File: src/rtl/laser_host.sv
// laser_host -- host-side driver and checker for the LASER two-circle cover engine.
//
// Holds a NPTS-entry point set written by a controller. On START it releases
// the engine reset and streams the points onto X/Y, one per cycle. It then
// waits for the engine DONE, captures both circle centres and (optionally)
// scores how many stored points the two circles cover, then pulses RES_VALID.
//
// Build option: define LASER_HOST_SCORE_EN to include the SCORE state. When it
// is not defined, WAIT goes straight to REPORT and COVER stays 0.
//
// Ports:
//   CLK, RST                    clock, synchronous active-high reset
//   WR_EN/WR_ADDR/WR_X/WR_Y     point-memory write port (ignored while BUSY)
//   START                       begin a run (sampled only while idle)
//   BUSY                        run in progress
//   LRST                        engine reset (1 while idle)
//   X, Y                        point stream to the engine (0 outside FEED)
//   DONE_I, C1X_I..C2Y_I        engine done flag and circle centres
//   RES_VALID                   one-cycle result strobe
//   RES_C1X..RES_C2Y, COVER     captured centres and covered-point count
//   TIMEOUT                     sticky: engine never raised DONE

module laser_host #(
   parameter int NPTS   = 40,
   parameter int TO_CYC = 4095
) (
   input  logic       CLK,
   input  logic       RST,
   input  logic       WR_EN,
   input  logic [5:0] WR_ADDR,
   input  logic [3:0] WR_X,
   input  logic [3:0] WR_Y,
   input  logic       START,
   output logic       BUSY,
   output logic       LRST,
   output logic [3:0] X,
   output logic [3:0] Y,
   input  logic       DONE_I,
   input  logic [3:0] C1X_I,
   input  logic [3:0] C1Y_I,
   input  logic [3:0] C2X_I,
   input  logic [3:0] C2Y_I,
   output logic       RES_VALID,
   output logic [3:0] RES_C1X,
   output logic [3:0] RES_C1Y,
   output logic [3:0] RES_C2X,
   output logic [3:0] RES_C2Y,
   output logic [5:0] COVER,
   output logic       TIMEOUT
);

   localparam logic [5:0]  CNT_LAST = 6'(NPTS - 1);
   localparam logic [5:0]  ADDR_LIM = 6'(NPTS);
   localparam logic [11:0] TO_LAST  = 12'(TO_CYC - 1);

   typedef enum logic [2:0] {
      ST_IDLE   = 3'd0,
      ST_FEED   = 3'd1,
      ST_WAIT   = 3'd2,
`ifdef LASER_HOST_SCORE_EN
      ST_SCORE  = 3'd3,
`endif
      ST_REPORT = 3'd4
   } state_t;

   state_t      state_r;
   logic [5:0]  cnt_r;
   logic [11:0] wcnt_r;
   logic        busy_r;
   logic        lrst_r;
   logic [3:0]  x_r;
   logic [3:0]  y_r;
   logic [3:0]  res_c1x_r;
   logic [3:0]  res_c1y_r;
   logic [3:0]  res_c2x_r;
   logic [3:0]  res_c2y_r;
   logic [5:0]  cover_r;
   logic        res_valid_r;
   logic        timeout_r;

   logic [7:0]  mem_r [NPTS];
   logic [5:0]  nxt_cnt_s;
   logic        wr_ok_s;

   assign nxt_cnt_s = cnt_r + 6'd1;
   assign wr_ok_s   = WR_EN & ~busy_r & (WR_ADDR < ADDR_LIM);

`ifdef LASER_HOST_SCORE_EN
   logic [5:0] acc_r;
   logic [7:0] pt_s;
   logic       hit_s;

   function automatic logic [3:0] abs_diff(input logic [3:0] a, input logic [3:0] b);
      return (a >= b) ? (a - b) : (b - a);
   endfunction

   // Square of a 4-bit distance in 5 bits; any distance above 5 is already
   // far outside the radius, so it saturates instead of wrapping.
   function automatic logic [4:0] sq5(input logic [3:0] d);
      logic [4:0] dd;
      dd = {1'b0, d};
      return (d > 4'd5) ? 5'd31 : (dd * dd);
   endfunction

   function automatic logic in_circle(input logic [3:0] cx, input logic [3:0] cy,
                                      input logic [3:0] px, input logic [3:0] py);
      logic [5:0] sum;
      sum = {1'b0, sq5(abs_diff(cx, px))} + {1'b0, sq5(abs_diff(cy, py))};
      return (sum <= 6'd16);
   endfunction

   assign pt_s  = mem_r[cnt_r];
   // A point inside both circles still counts only once.
   assign hit_s = in_circle(res_c1x_r, res_c1y_r, pt_s[7:4], pt_s[3:0]) |
                  in_circle(res_c2x_r, res_c2y_r, pt_s[7:4], pt_s[3:0]);
`endif

   // Point memory write port; deliberately not reset so the set survives RST and runs
   always_ff @(posedge CLK) begin
      if (wr_ok_s) begin
         mem_r[WR_ADDR] <= {WR_X, WR_Y};
      end
   end

   // Run sequencer: feed, wait for DONE, optional scoring, result report
   always_ff @(posedge CLK) begin
      if (RST) begin
         state_r     <= ST_IDLE;
         cnt_r       <= 6'd0;
         wcnt_r      <= 12'd0;
         busy_r      <= 1'b0;
         lrst_r      <= 1'b1;
         x_r         <= 4'd0;
         y_r         <= 4'd0;
         res_c1x_r   <= 4'd0;
         res_c1y_r   <= 4'd0;
         res_c2x_r   <= 4'd0;
         res_c2y_r   <= 4'd0;
         cover_r     <= 6'd0;
         res_valid_r <= 1'b0;
         timeout_r   <= 1'b0;
`ifdef LASER_HOST_SCORE_EN
         acc_r       <= 6'd0;
`endif
      end else begin
         res_valid_r <= 1'b0;
         case (state_r)
            ST_IDLE: begin
               if (START) begin
                  state_r    <= ST_FEED;
                  cnt_r      <= 6'd0;
                  busy_r     <= 1'b1;
                  lrst_r     <= 1'b0;
                  timeout_r  <= 1'b0;
                  {x_r, y_r} <= mem_r[6'd0];
               end
            end
            ST_FEED: begin
               // X/Y always shows point[cnt_r]; the engine samples it one edge later.
               if (cnt_r == CNT_LAST) begin
                  state_r <= ST_WAIT;
                  wcnt_r  <= 12'd0;
                  x_r     <= 4'd0;
                  y_r     <= 4'd0;
               end else begin
                  cnt_r      <= nxt_cnt_s;
                  {x_r, y_r} <= mem_r[nxt_cnt_s];
               end
            end
            ST_WAIT: begin
               if (DONE_I) begin
                  res_c1x_r <= C1X_I;
                  res_c1y_r <= C1Y_I;
                  res_c2x_r <= C2X_I;
                  res_c2y_r <= C2Y_I;
                  cnt_r     <= 6'd0;
`ifdef LASER_HOST_SCORE_EN
                  acc_r     <= 6'd0;
                  state_r   <= ST_SCORE;
`else
                  state_r   <= ST_REPORT;
`endif
               end else if (wcnt_r == TO_LAST) begin
                  timeout_r <= 1'b1;
                  state_r   <= ST_IDLE;
                  busy_r    <= 1'b0;
                  lrst_r    <= 1'b1;
               end else begin
                  wcnt_r <= wcnt_r + 12'd1;
               end
            end
`ifdef LASER_HOST_SCORE_EN
            ST_SCORE: begin
               acc_r <= acc_r + {5'd0, hit_s};
               if (cnt_r == CNT_LAST) begin
                  state_r <= ST_REPORT;
               end else begin
                  cnt_r <= nxt_cnt_s;
               end
            end
`endif
            ST_REPORT: begin
               // First cycle raises the strobe, second cycle returns to idle.
               if (!res_valid_r) begin
                  res_valid_r <= 1'b1;
`ifdef LASER_HOST_SCORE_EN
                  cover_r     <= acc_r;
`else
                  cover_r     <= 6'd0;
`endif
               end else begin
                  state_r <= ST_IDLE;
                  busy_r  <= 1'b0;
                  lrst_r  <= 1'b1;
               end
            end
            default: begin
               state_r <= ST_IDLE;
               busy_r  <= 1'b0;
               lrst_r  <= 1'b1;
               x_r     <= 4'd0;
               y_r     <= 4'd0;
            end
         endcase
      end
   end

   assign BUSY      = busy_r;
   assign LRST      = lrst_r;
   assign X         = x_r;
   assign Y         = y_r;
   assign RES_VALID = res_valid_r;
   assign RES_C1X   = res_c1x_r;
   assign RES_C1Y   = res_c1y_r;
   assign RES_C2X   = res_c2x_r;
   assign RES_C2Y   = res_c2y_r;
   assign COVER     = cover_r;
   assign TIMEOUT   = timeout_r;

endmodule

File: config.mk
export PLATFORM = sky130hd
export DESIGN_NAME = laser_host
export DESIGN_NICKNAME = d
export VERILOG_FILES = /design/src/rtl/laser_host.sv
export SDC_FILE = /design/constraint.sdc
export NUM_CORES = 1
export LEC_CHECK = 0
export ABC_AREA = 1
export BUFFER_PORTS_ARGS = -buffer_cell sky130_fd_sc_hd__buf_2
export CAP_MARGIN = 20
export CORE_UTILIZATION = 45
export DETAILED_ROUTE_END_ITERATION = 7
export PLACE_DENSITY = 0.72
export SETUP_SLACK_MARGIN = 0.1
export SYNTH_ARGS = -nofsm -noshare
export SYNTH_HDL_FRONTEND = slang
export SYNTH_SLANG_ARGS = --single-unit
File: constraint.sdc
create_clock -name CLK -period 2.7 [get_ports CLK]
set_input_delay 0.135 -clock CLK [delete_from_list [all_inputs] [get_ports CLK]]
set_output_delay 0.135 -clock CLK [all_outputs]
set_load 0.05 [all_outputs]
# --- Word level (Yosys, flattened, before mapping) ---
# Memories as Yosys holds them, arrays and structs flattened.
# Cells that the tools add are included.
word_totals:
  ff_bits: 49
  ram_bits: 320
  wordCells: 84
  mem_count: 1
classes:
  add_sub_neg: 2
  order_cmp: 1
  n_eq_ne: 14
  muxes: 34
  bitwise: 6
  n_reduce_logical: 13
mem_list:
  columns: ["memory", "words", "width", "rd", "rd_ports_with_merged_regs", "write_ports", "line", "rtl"]
  rows:
  - ["mem_r", 40, 8, 2, 0, 1, "81", "logic [7:0] mem_r [NPTS];"]
op_table:
  columns: ["operator", "count"]
  rows:
  - ["2-to-1 mux 12 bit", 3]
  - ["case mux 12 bit (2 select lines)", 1]
  - ["case mux 4 bit (3 select lines)", 2]
  - ["2-to-1 mux 6 bit", 3]
  - ["case mux 6 bit (3 select lines)", 1]
  - ["2-to-1 mux 4 bit", 4]
  - ["inequality test 2 bit, second input constant", 8]
  - ["AND reduction 4 bit", 4]
  - ["2-to-1 mux 3 bit", 5]
  - ["adder 12 x 1 -> 12 bit, second input constant", 1]
  - ["== test 12 bit, second input constant", 1]
  - ["case mux 3 bit (4 select lines)", 1]
  - ["2-to-1 mux 1 bit", 11]
  - ["case mux 1 bit (4 select lines)", 2]
  - ["adder 6 x 1 -> 6 bit, second input constant", 1]
  - ["== test 6 bit, second input constant", 1]
  - ["< comparator 6 bit, second input constant", 1]
  - ["AND reduction 5 bit", 1]
  - ["NOT 1 bit", 4]
  - ["AND reduction 2 bit", 2]
  - ["nonzero test 2 bit", 2]
  - ["OR reduction 2 bit", 2]
  - ["== test 3 x 1 -> 1 bit, second input constant", 1]
  - ["== test 3 x 2 -> 1 bit, second input constant", 1]
  - ["6 further kinds", 7]

# --- Depth between registers and ports, before layout ---
depth:
  depth_word: 5
  ltp_mapped: 15
  mapped_depth_nobuf: 13

# --- Least setup slack after synthesis ---
# No wires, ideal clock.
synth_timing:
  path_type: "register to register"
  startpoint: "reg busy_r (netlist: BUSY)"
  endpoint: "mem mem_r[15][0] (enable)"
  setup_time_ns: 0.395
  t_arrival_ns: 1.910
  path_slack_ns: 0.395
  stages_incl_launch_ff: 6
  n_path_buf: 0
  path_cell_list: "dfxtp_1 nor2_1 o21ai_0 inv_1 nand2_1 nor4_1"
synth_between:
  elab_chain_len: 5
synth_rtl:
  columns: ["element", "line", "rtl"]
  rows:
  - ["start: declaration", "69", "logic busy_r;"]
  - ["start signal: assignment", "131", "busy_r <= 1'b0;"]
  - ["start signal: assignment", "152", "busy_r <= 1'b1;"]
  - ["start signal: assignment", "186", "busy_r <= 1'b0;"]
  - ["NOT 1 bit", "86", "assign wr_ok_s = WR_EN & ~busy_r & (WR_ADDR < ADDR_LIM);"]
  - ["bitwise AND 1 bit (2 in a row)", "86", null]
  - ["2-to-1 mux 1 bit", "120", "if (wr_ok_s) begin"]
  - ["2-to-1 mux 1 bit (implied by the code)", "121", "mem_r[WR_ADDR] <= {WR_X, WR_Y};"]
  - ["end: declaration", "81", null]
# Every way passes these cells.

# --- Worst setup path in the final report ---
layout_timing:
  startpoint: "reg cnt_r[1]"
  endpoint: "reg y_r[0] (netlist: Y[0])"
layout_between:
  elab_chain_len: 4
layout_rtl:
  columns: ["element", "line", "rtl"]
  rows:
  - ["start: declaration", "67", "logic [5:0] cnt_r;"]
  - ["start signal: assignment", "166", "cnt_r <= nxt_cnt_s;"]
  - ["adder 6 x 1 -> 6 bit", "85", "assign nxt_cnt_s = cnt_r + 6'd1;"]
  - ["memory (40 x 8 bit)", null, null]
  - ["2-to-1 mux 4 bit *", "160", "if (cnt_r == CNT_LAST) begin"]
  - ["case mux 4 bit (3 select lines) *", "147", "case (state_r)"]
  - ["end signal: assignment", "155", "{x_r, y_r} <= mem_r[6'd0];"]
  - ["end signal: assignment", "167", "{x_r, y_r} <= mem_r[nxt_cnt_s];"]
  - ["end: declaration", "72", "logic [3:0] y_r;"]
# Mark *: on every way between the ends. The rest lies on a longest branch, timed or not.
# A chain may end at the register's enable or synchronous reset.

==> results.json <==
{
  "internal_power_mw": 9.982,
  "p_clk_frac": 0.375,
  "synthCells": 1598,
  "final_max_slew_viol_count": 0,
  "regArea_um2": 10590,
  "p_switching_mw": 3.926,
  "dp_cells": 2073,
  "async_flop_share": 0,
  "final_cells": 2158,
  "path_cells": "ha_2 > inv_2 > buf_12 > nand3_1 > nand3_1 > nand3_1 > nand3_1 > nand2_1 > nand2_1 > nand2_1 > nand2_1 > nand2_1 > a21oi_2",
  "vias_per_cell": 5.366,
  "slowest_delay_ps": 390,
  "die_h_um": 190.3,
  "wl_met2_mm": 18.67,
  "grt_pass1_vias": 11270,
  "crit_path_end_kind": "flop",
  "drc": 0,
  "finalCritPeriodShare": 0.8610,
  "setup_tns_ps": 0,
  "relSlewSlack": 0.3308,
  "finalWorstPathRequiredPeriod_ps": 2325,
  "initial_core_util": 0.4598,
  "worstMarginPinSlew_ps": 1004,
  "vias": 11580,
  "hp-class": "primary input to flop",
  "grt_usage": 0.2232,
  "pre_cts_ws_ps": 439.5,
  "tritoncts": "done",
  "critical_path.reg2reg.startpoint": "cnt_r[1]",
  "drive_gt1_frac": 0.1092,
  "place.gp.congestion": 0.9553,
  "final_area_um2": 18210,
  "holdPathEnd": "X[0]",
  "syn_to_final_growth_pct": 14.09,
  "dp_hpwl_mm": 24.06,
  "power_density_nw_per_um2": 763.7,
  "cp.arrival_ps": 2800,
  "finalWorstSetupSlack_ps": 375.4,
  "overflow": 0,
  "netlist_area_um2": 15960,
  "r2r_cells": 13,
  "rr_endpoint": "Y[0]",
  "max_freq_ghz": 0.4302,
  "vdd_drop_max_v": 0.0004247,
  "synth-edff-count": 320,
  "holdPathStages": 2,
  "drt_iter0_drc": 1259,
  "combPwrFrac": 0.170,
  "ff2ff_setup_slack_ps": 380,
  "cts_sinks": 369,
  "hold_viol": 0,
  "p_leak_nw": 7.227,
  "num_io_pins": 69,
  "cpMostUsedCell": "nand2_1",
  "die_w_um": 190.3,
  "multiInputGateArea_um2": 4330,
  "synth_cell_types": 40,
  "critPathMaxFanout": 31,
  "p_seq_frac": 0.455,
  "highest_layer": "met4",
  "grt_max_degree": 113,
  "drt-total-wl_mm": 40.05,
  "cts_buffer_depth": 3,
  "hold_slack_ps": 79.77,
  "yosys_warnings": 0,
  "syn-mean-instance-area_um2": 9.989,
  "outcome": "complete, no violations",
  "finalSetupViolations": 0,
  "finish.utilization": 0.5247,
  "dr.pass1.iters": 8,
  "path_class": "flop to flop",
  "path_clk_slew_ps": 70,
  "ys_seq_area_frac": 0.6634,
  "power_mw": 13.91,
  "fin_skew_ps": 21.07,
  "root_buffer": "clkbuf_16",
  "synth_ff_type": "edfxtp_1",
  "antenna_found_initial": 0,
  "dieArea_um2": 36230,
  "drt-met1-wl_mm": 16.13,
  "clkLatencyLatePin_ps": 530,
  "rsz0062_at_grt": "no",
  "wl_per_cell_um": 18.56,
  "switching_share": 0.2823,
  "start_kind": "flop",
  "critPathSlowestCell": "dfxtp_1",
  "fin_nets": 1715,
  "place.port_buffers": 62,
  "dr_wl_met3_mm": 3.946,
  "grt_pass1_wl_mm": 61.83,
  "mostFrequentLayoutCells": "506 x nand2_1, 320 x edfxtp_1, 202 x nand3_1",
  "cap_viol_max_count": 0,
  "core-area_um2": 34710,
  "rows": 68,
  "numCtsBuffers": 40,
  "diodes": 0,
  "worstHoldStart": "RST",
  "cp.required_ps": 3170,
  "htreeDepth": 2,
  "final_common_cell": "nand2_1",
  "drtAntennaViolNets": 0,
  "filler_cell_count": 2990,
  "placedInstanceArea_um2": 16810,
  "ys_ff_latch": 369,
  "post_cts_resized": 0
}
-- registers in the layout, summed over array words and instances, names as in the netlist, 3 cells and up --
signal,flops
RES_C2X,4
cnt_r,6
mem_r,320
X,4
RES_C1Y,4
RES_C1X,4
state_r,3
Y,4
RES_C2Y,4
wcnt_r,12
-- worst max path at each step --
stage / startpoint / end / slack, ps / cells past startpoint
6_report: cnt_r[1] / Y[0] / 380 / 13
5_1_grt: cnt_r[1] / Y[0] / 190 / 13
2_1_floorplan: BUSY / mem_r[15][0] / 400 / 5
3_3_place_gp: cnt_r[0] / Y[0] / 450 / 14
4_1_cts: cnt_r[1] / Y[3] / 420 / 13
3_5_place_dp: cnt_r[1] / X[2] / 440 / 13
-- layer usage --
metal,up-vias,track usage
met5,-,0
met3,98,0.04398
met4,0,0.08892
li1,5433,-
met2,625,0.3576
met1,5424,0.2981
-- layout make-up --
cell class,count,area share
flip-flops and latches,369,0.5817
multi-input cells,977,0.2378
clock buffers,46,0.05736
well taps,455,0.03126
inverters,180,0.03724
repair buffers,109,0.04424
clock inverters,22,0.01044
-- cells in the mapped netlist, types with 3 or more instances --
master	instances	area [um2]
nand2_1	506	1899
edfxtp_1	320	9609
nand3_1	202	1011
inv_1	160	600.6
nor2_1	113	424.2
dfxtp_1	49	980.9
o21ai_0	44	220.2
a21oi_1	35	175.2
clkbuf_1	30	112.6
buf_2	28	140.1
buf_4	17	127.6
o22ai_1	16	100.1
inv_2	11	41.29
nor3_1	10	50.05
a21oi_2	8	70.07
clkinv_1	8	30.03
xor2_1	5	43.79
a211oi_1	3	22.52
ha_1	3	37.54
nand4_1	3	18.77
nor2_4	3	33.78
-- logic make-up after synthesis --
group                    synth area share
XOR/XNOR                         0.005330
AO/OA/AOI/OAI                     0.04060
AND/OR/NAND/NOR                    0.2208
flip-flops                         0.6634
buffers and inverters             0.06725
adder cells (fa/ha/maj)          0.002352
other                           0.0002349
-- critical path, delay by kind of cell (launching register included) --
| family | cells | cell delay, ps |
|---|---|---|
| AND/OR/NAND/NOR | 9 | 840 |
| flip-flops | 1 | 390 |
| adder cells (fa/ha/maj) | 1 | 320 |
| buffers and inverters | 2 | 550 |
| AO/OA/AOI/OAI | 1 | 110 |
-- power by group through the flow --
stage / Combinational [mW] / Clock (mW) / Sequential [mW]
after floorplan: 1.49 / 0 / 6.54
final: 2.36 / 5.22 / 6.33
after detailed placement: 2.30 / 0 / 6.45
after CTS: 2.34 / 5.26 / 6.33
after global placement: 2.29 / 0 / 6.44
after global routing: 2.58 / 5.49 / 6.33
-- timing repair --
action                     4_1_cts  5_1_grt
setup endpoints to repair        0        0
hold endpoints to repair        18        0
setup buffers                    0        0
hold buffers                    17        0
(Power assumes the default switching activity.)
